===== src/rtl/sdram_ch2_arbiter_if.sv =====
// Client-side and ch2-side signal bundle for sdram_ch2_arbiter.
// The slave modport is the arbiter's view; master is the clients plus the SDRAM controller.
interface sdram_ch2_arbiter_if #(
  parameter int NUM_CLI = 3
);
  logic [NUM_CLI-1:0]    cli_req;
  logic [NUM_CLI-1:0]    cli_we;
  logic [NUM_CLI*21-1:0] cli_addr;
  logic [NUM_CLI*16-1:0] cli_din;
  logic [NUM_CLI*2-1:0]  cli_be;
  logic [NUM_CLI-1:0]    cli_ack;
  logic [15:0]           cli_dout;
  logic                  cli_err;

  logic [20:0]           mem_addr;
  logic [15:0]           mem_din;
  logic [1:0]            mem_wr;
  logic                  mem_rd;
  logic                  mem_rdy;
  logic [15:0]           mem_dout;

  modport slave (
    input  cli_req, cli_we, cli_addr, cli_din, cli_be, mem_rdy, mem_dout,
    output cli_ack, cli_dout, cli_err, mem_addr, mem_din, mem_wr, mem_rd
  );

  modport master (
    output cli_req, cli_we, cli_addr, cli_din, cli_be, mem_rdy, mem_dout,
    input  cli_ack, cli_dout, cli_err, mem_addr, mem_din, mem_wr, mem_rd
  );
endinterface


===== src/rtl/sdram_ch2_arbiter.sv =====
// Shares the SDRAM chip-2 port among NUM_CLI level req/ack clients, one strobed access at a time.
// Round-robin by default; define SDRAM_ARB_FIXED_PRIO_EN for fixed priority (client 0 highest).
module sdram_ch2_arbiter #(
  parameter int NUM_CLI = 3,
  parameter int RD_LAT  = 12,
  parameter int BUSY_TO = 15
) (
  input  logic               clk,
  input  logic               reset,
  sdram_ch2_arbiter_if.slave bus,
  output logic [1:0]         grant_id
);

  localparam int CNT_MAX = (RD_LAT > BUSY_TO) ? RD_LAT : BUSY_TO;
  localparam int CNT_W   = $clog2(CNT_MAX + 1);

  typedef enum logic [2:0] {
    S_IDLE, S_ISSUE, S_WAIT_BUSY, S_WAIT_DONE, S_DATA_WAIT, S_ACK, S_GAP
  } state_t;

  state_t             state_q, state_d;
  logic [CNT_W-1:0]   cnt_q, cnt_d;
  logic [1:0]         grant_q, grant_d;
  logic               we_q, we_d;
  logic [20:0]        mem_addr_q, mem_addr_d;
  logic [15:0]        mem_din_q, mem_din_d;
  logic [1:0]         mem_wr_q, mem_wr_d;
  logic               mem_rd_q, mem_rd_d;
  logic [15:0]        cli_dout_q, cli_dout_d;
  logic [NUM_CLI-1:0] cli_ack_q, cli_ack_d;
  logic               cli_err_q, cli_err_d;
`ifndef SDRAM_ARB_FIXED_PRIO_EN
  logic [1:0]         rr_q, rr_d;
`endif

  logic               pick_vld;
  logic [1:0]         pick_idx;
  logic               pick_we;
  logic [20:0]        pick_addr;
  logic [15:0]        pick_din;
  logic [1:0]         pick_be;
  logic               go_ack;
  logic               timed_out;

  // The lowest search offset is visited last so it wins among requesting clients.
  always_comb begin
    int tgt;
    // NOTE: every combinational output gets a default first, so no path leaves a latch.
    tgt       = 0;
    pick_vld  = 1'b0;
    pick_idx  = '0;
    pick_we   = 1'b0;
    pick_addr = '0;
    pick_din  = '0;
    pick_be   = '0;
    for (int k = NUM_CLI - 1; k >= 0; k--) begin
`ifdef SDRAM_ARB_FIXED_PRIO_EN
      tgt = k;
`else
      tgt = int'(rr_q) + k;
      if (tgt >= NUM_CLI) tgt = tgt - NUM_CLI;
`endif
      for (int i = 0; i < NUM_CLI; i++) begin
        if (bus.cli_req[i] && (i == tgt)) begin
          pick_vld = 1'b1;
          pick_idx = 2'(i);
        end
      end
    end
    for (int i = 0; i < NUM_CLI; i++) begin
      if (pick_idx == 2'(i)) begin
        pick_we   = bus.cli_we[i];
        pick_addr = bus.cli_addr[21*i +: 21];
        pick_din  = bus.cli_din[16*i +: 16];
        pick_be   = bus.cli_be[2*i +: 2];
      end
    end
  end

  always_comb begin
    state_d    = state_q;
    cnt_d      = cnt_q;
    grant_d    = grant_q;
    we_d       = we_q;
    mem_addr_d = mem_addr_q;
    mem_din_d  = mem_din_q;
    mem_wr_d   = mem_wr_q;
    mem_rd_d   = mem_rd_q;
    cli_dout_d = cli_dout_q;
    cli_ack_d  = '0;
    cli_err_d  = 1'b0;
    go_ack     = 1'b0;
    timed_out  = 1'b0;
`ifndef SDRAM_ARB_FIXED_PRIO_EN
    rr_d       = rr_q;
`endif
    case (state_q)
      // Strobes are registered here so they are already high during ISSUE.
      S_IDLE: begin
        if (pick_vld) begin
          grant_d    = pick_idx;
          we_d       = pick_we;
          mem_addr_d = pick_addr;
          mem_din_d  = pick_din;
          if (pick_we) mem_wr_d = (pick_be == 2'b00) ? 2'b11 : pick_be;
          else         mem_rd_d = 1'b1;
          state_d    = S_ISSUE;
        end
      end
      S_ISSUE: begin
        cnt_d   = '0;
        state_d = S_WAIT_BUSY;
      end
      S_WAIT_BUSY: begin
        if (!bus.mem_rdy) begin
          state_d = S_WAIT_DONE;
        end else if (cnt_q == CNT_W'(BUSY_TO - 1)) begin
          go_ack    = 1'b1;
          timed_out = 1'b1;
        end else begin
          cnt_d = cnt_q + 1'b1;
        end
      end
      S_WAIT_DONE: begin
        if (bus.mem_rdy) begin
          if (we_q) begin
            go_ack = 1'b1;
          end else begin
            cnt_d   = CNT_W'(RD_LAT);
            state_d = S_DATA_WAIT;
          end
        end
      end
      // Capturing as the count reaches zero lands cli_dout exactly RD_LAT+1 cycles after mem_rdy rises.
      S_DATA_WAIT: begin
        if (cnt_q == CNT_W'(1)) begin
          cli_dout_d = bus.mem_dout;
          go_ack     = 1'b1;
        end else begin
          cnt_d = cnt_q - 1'b1;
        end
      end
      S_ACK: begin
`ifndef SDRAM_ARB_FIXED_PRIO_EN
        rr_d = (grant_q == 2'(NUM_CLI - 1)) ? 2'b00 : grant_q + 2'b01;
`endif
        state_d = S_GAP;
      end
      S_GAP:   state_d = S_IDLE;
      default: state_d = S_IDLE;
    endcase

    if (go_ack) begin
      state_d   = S_ACK;
      mem_wr_d  = 2'b00;
      mem_rd_d  = 1'b0;
      cli_err_d = timed_out;
      for (int i = 0; i < NUM_CLI; i++) cli_ack_d[i] = (grant_q == 2'(i));
    end
  end

  always_ff @(posedge clk) begin
    // NOTE: sequential state uses non-blocking assignments so every flop samples pre-edge values.
    if (reset) begin
      state_q    <= S_IDLE;
      cnt_q      <= '0;
      grant_q    <= '0;
      we_q       <= 1'b0;
      mem_addr_q <= '0;
      mem_din_q  <= '0;
      mem_wr_q   <= '0;
      mem_rd_q   <= 1'b0;
      cli_dout_q <= 16'hFFFF;
      cli_ack_q  <= '0;
      cli_err_q  <= 1'b0;
`ifndef SDRAM_ARB_FIXED_PRIO_EN
      rr_q       <= '0;
`endif
    end else begin
      state_q    <= state_d;
      cnt_q      <= cnt_d;
      grant_q    <= grant_d;
      we_q       <= we_d;
      mem_addr_q <= mem_addr_d;
      mem_din_q  <= mem_din_d;
      mem_wr_q   <= mem_wr_d;
      mem_rd_q   <= mem_rd_d;
      cli_dout_q <= cli_dout_d;
      cli_ack_q  <= cli_ack_d;
      cli_err_q  <= cli_err_d;
`ifndef SDRAM_ARB_FIXED_PRIO_EN
      rr_q       <= rr_d;
`endif
    end
  end

  assign bus.mem_addr = mem_addr_q;
  assign bus.mem_din  = mem_din_q;
  assign bus.mem_wr   = mem_wr_q;
  assign bus.mem_rd   = mem_rd_q;
  assign bus.cli_ack  = cli_ack_q;
  assign bus.cli_dout = cli_dout_q;
  assign bus.cli_err  = cli_err_q;
  assign grant_id     = grant_q;

endmodule

===== src/flat_wrapper.sv =====
// flat-port wrapper written by rule: the top's interface ports become plain ports
module sdram_ch2_arbiter_flat 
#(
  parameter int NUM_CLI = 3,
  parameter int RD_LAT  = 12,
  parameter int BUSY_TO = 15
)
  (clk, reset, grant_id, bus_cli_req, bus_cli_we, bus_cli_addr, bus_cli_din, bus_cli_be, bus_mem_rdy, bus_mem_dout, bus_cli_ack, bus_cli_dout, bus_cli_err, bus_mem_addr, bus_mem_din, bus_mem_wr, bus_mem_rd);
  sdram_ch2_arbiter_if #(.NUM_CLI(NUM_CLI)) bus_i ();
  input  logic clk;
  input  logic reset;
  output logic [1:0] grant_id;
  input wire logic [$bits(bus_i.cli_req)-1:0] bus_cli_req;
  input wire logic [$bits(bus_i.cli_we)-1:0] bus_cli_we;
  input wire logic [$bits(bus_i.cli_addr)-1:0] bus_cli_addr;
  input wire logic [$bits(bus_i.cli_din)-1:0] bus_cli_din;
  input wire logic [$bits(bus_i.cli_be)-1:0] bus_cli_be;
  input wire logic [$bits(bus_i.mem_rdy)-1:0] bus_mem_rdy;
  input wire logic [$bits(bus_i.mem_dout)-1:0] bus_mem_dout;
  output wire logic [$bits(bus_i.cli_ack)-1:0] bus_cli_ack;
  output wire logic [$bits(bus_i.cli_dout)-1:0] bus_cli_dout;
  output wire logic [$bits(bus_i.cli_err)-1:0] bus_cli_err;
  output wire logic [$bits(bus_i.mem_addr)-1:0] bus_mem_addr;
  output wire logic [$bits(bus_i.mem_din)-1:0] bus_mem_din;
  output wire logic [$bits(bus_i.mem_wr)-1:0] bus_mem_wr;
  output wire logic [$bits(bus_i.mem_rd)-1:0] bus_mem_rd;
  assign bus_i.cli_req = bus_cli_req;
  assign bus_i.cli_we = bus_cli_we;
  assign bus_i.cli_addr = bus_cli_addr;
  assign bus_i.cli_din = bus_cli_din;
  assign bus_i.cli_be = bus_cli_be;
  assign bus_i.mem_rdy = bus_mem_rdy;
  assign bus_i.mem_dout = bus_mem_dout;
  assign bus_cli_ack = bus_i.cli_ack;
  assign bus_cli_dout = bus_i.cli_dout;
  assign bus_cli_err = bus_i.cli_err;
  assign bus_mem_addr = bus_i.mem_addr;
  assign bus_mem_din = bus_i.mem_din;
  assign bus_mem_wr = bus_i.mem_wr;
  assign bus_mem_rd = bus_i.mem_rd;
  sdram_ch2_arbiter #(.NUM_CLI(NUM_CLI), .RD_LAT(RD_LAT), .BUSY_TO(BUSY_TO)) u_core (.clk(clk), .reset(reset), .bus(bus_i), .grant_id(grant_id));
endmodule

===== config.mk =====
export PLATFORM = sky130hd
export DESIGN_NAME = sdram_ch2_arbiter_flat
export DESIGN_NICKNAME = d
export VERILOG_FILES = /design/src/rtl/sdram_ch2_arbiter_if.sv /design/src/rtl/sdram_ch2_arbiter.sv /design/src/flat_wrapper.sv
export SDC_FILE = /design/constraint.sdc
export NUM_CORES = 1
export LEC_CHECK = 0
export ABC_CLOCK_PERIOD_IN_PS = 4200
export CAP_MARGIN = 40
export CORE_ASPECT_RATIO = 0.7
export CORE_MARGIN = 5
export CORE_UTILIZATION = 25
export CTS_CLUSTER_SIZE = 24
export DETAILED_ROUTE_END_ITERATION = 8
export SLEW_MARGIN = 20
export SYNTH_ARGS = -nofsm -noshare
export SYNTH_HDL_FRONTEND = slang
export SYNTH_SLANG_ARGS = --single-unit

===== constraint.sdc =====
create_clock -name clk -period 4.2 [get_ports clk]
set_input_delay 1.26 -clock clk [delete_from_list [all_inputs] [get_ports clk]]
set_output_delay 1.26 -clock clk [all_outputs]
set_load 0.05 [all_outputs]

==> results.ini <==
[outcome]
status=finished clean

[yosys]
synth_enable_flop_cells=0
ys_seq_elements=72
synthesis.area_um2=3690
synthArstFlopShare_pct=0
yosysWarningCount=0
ys_types=52
syn_nets=584
synth.avg_cell_area_um2=8.46
ys_seq_area_share_pct=39.1
synth_cells=436
ys.flop_type=dfxtp_1

[sta]
setup_viol=0
period_share_pct=77.2
hold_violations=0
rsz0062_at_grt=no
fin_crit_ns=3.24
setup_tns_ns=0
tightest_slew_ns=0.727
clock_skew_ns=0.00718
finalMaxSlewViolations=0
max_freq_ghz=0.309
maxSlewHeadroom_pct=51.5

[global_route]
grt_max_degree=43
grt-busiest-layer=met2
grtUsageMet1_pct=20.4
antenna_found_initial=0
met3_usage_pct=6.10
track_usage_pct=16.1
use_met2_pct=25.8
grt_pass1_wl_mm=22.6
overflow=0
grt_pass1_vias=4240

[floorplan]
ios=204
coreArea_um2=14600
die_y_um=112
initial_core_util_pct=25.3
rows=37
die_w_um=155
dieArea_um2=17300

[layout]
drive_gt1_share_pct=6.71
fin_area_um2=6160
fin_nets=769
antenna_cells=0
area_growth_pct=66.8
final_cell_mix=clkdlybuf4s50_1 (202), nand2_1 (83), dfxtp_1 (72)
finalNonFillerCells=821
mostFrequentLayoutCell=clkdlybuf4s50_1
fillCellCount=1448

[critical_path]
slowest_stage=clkdlybuf4s50_1
arrival_ns=3.47
cp_max_fo=34
worstPathRequired_ns=4.43
crit_path_start_kind=input pin
crit_buf_inv=2
critPathTopFamily=compound AO/OA/AOI/OAI gates
worstPathCellList=clkdlybuf4s50_1 -> o21bai_2 -> a21bo_1 -> buf_4 -> a22oi_1 -> o21a_1 -> a311oi_1
max_stage_delay_ns=0.58
cp-end-kind=flop
path_class=input pin to flop

[route]
num_vias=4085
ant_nets=0
post-route-drc-count=0
wirelength_mm=14.0
drtIter0Drc=232
vias_per_cell=4.98
wire_per_inst_um=17.1
drt-pass1-iter-count=4

[cts]
cts_buffers=9
cts_hold_buf=0
clock_latency_ns=0.33
cts.htree.levels=3
cts_setup_buffers=0
clockBufferDepth=2
cts.sinks=72
cts_tree=built
cts.repair.resized=0
clk_pin_slew_ns=0.06
cts-root-buf=clkbuf_16

[flow_run]
cap_violations=0

[power_and_ir_drop]
ir_drop_mv=0.200
power_mw=2.34
power.leakage_nw=2.21
power_per_cell_area_nw_per_um2=380

[placed_design]
dpl.cell_count=804
dp_hpwl_mm=10.4
placed_cell_area_um2=5860
gpl.final_weighted_congestion=0.843
io_buffers=203

[worst_hold_path]
min_path_type=flop to flop

[metal layers]
metal | wire length [um] | up-vias
li1 | - | 1978
met1 | 6240 | 1947
met2 | 6460 | 140
met3 | 1120 | 20
met4 | 211 | 0
met5 | 0 | -
[metrics by stage]
stage / utilization, % / hold WS [ns] / setup WS (ns)
2_1_floorplan: - / 0.484 / 1.64
3_3_place_gp: 40.0 / 0.441 / 0.638
3_5_place_dp: 40.2 / 0.446 / 0.675
4_1_cts: 42.1 / 0.454 / 0.992
5_1_grt: 42.2 / 0.475 / 0.818
6_report: 42.2 / 0.451 / 0.959
[tightest hold or removal path: cells and delay by family, from the launching register on]
family,cells,cell delay (ns)
simple gates,1,0.05
flops,1,0.31
compound gates,1,0.05
[final timing paths]
check	start	to	slack, ns	cells past startpoint
worst min register to register	u_core.bus.mem_din[12]	u_core.bus.mem_din[12]	0.45	2
worst max register to register	u_core.rr_q[0]	u_core.bus.mem_wr[0]	1.69	8
worst max-delay path	bus_cli_req[0]	u_core.bus.mem_wr[0]	0.96	7
worst min-delay path	u_core.bus.mem_din[12]	u_core.bus.mem_din[12]	0.45	2
[layout make-up]
class	count	area, um^2	area share (%)
tap	195	244	3.96
clock buffer	11	243	3.94
clock inverter	5	32.5	0.528
multi-input combinational	315	2010	32.7
timing repair buffer	213	2150	34.9
sequential	72	1440	23.4
inverter	10	37.5	0.610
[cells in the mapped netlist, drive strengths merged (2+ instances only)]
cell | n | share of area, %
nand2 | 83 | 8.4
a31oi | 4 | 1.0
nor4b | 2 | 0.47
nand3b | 16 | 3.3
nor4 | 2 | 0.34
a221o | 28 | 7.6
nor3b | 2 | 0.54
mux2i | 2 | 0.54
or3 | 2 | 0.34
a21oi | 51 | 7.2
inv | 10 | 1.0
nor3 | 4 | 0.81
o211ai | 28 | 5.7
nor2 | 19 | 1.9
a22o | 2 | 0.47
nor2b | 4 | 0.68
clkbuf | 13 | 1.3
a21bo | 2 | 0.54
o21ai | 6 | 0.81
a311oi | 11 | 2.6
nand3 | 12 | 1.8
dfxtp | 72 | 39
buf | 26 | 4.6
ha | 6 | 2.0
nand2b | 5 | 0.85
o22ai | 3 | 0.51
o31a | 2 | 0.47
a22oi | 2 | 0.41
o21a | 2 | 0.41
[cells by family (layout without fill, tap and decap cells)]
family | count (synthesis) | after routing | synth area share (%)
compound gates | 151 | 151 | 31.0
buf+inv | 49 | 239 | 6.99
flops | 72 | 72 | 39.1
mux | 2 | 2 | 0.543
fa+ha+maj | 6 | 6 | 2.03
simple gates | 156 | 156 | 20.3
[sequential cells by signal (all words and copies together) (netlist names)]
register             count
u_core.bus.mem_addr     21
u_core.bus.cli_dout     16
u_core.bus.mem_din      16
u_core.cnt_q             4
u_core.bus.cli_ack       3
u_core.state_q           3
u_core.bus.mem_wr        2
u_core.grant_id          2
u_core.rr_q              2
u_core.bus.cli_err       1
u_core.bus.mem_rd        1
u_core.we_q              1
[power by group]
| group | internal, mW | switching [mW] | total [mW] | leakage, nW |
|---|---|---|---|---|
| sequential | 0.752 | 0.0482 | 0.800 | 0.590 |
| clock | 0.414 | 0.299 | 0.713 | 0.128 |
| combinational | 0.352 | 0.477 | 0.829 | 1.50 |
| total | 1.52 | 0.824 | 2.34 | 2.21 |
Power figures use the tool's default switching activity.
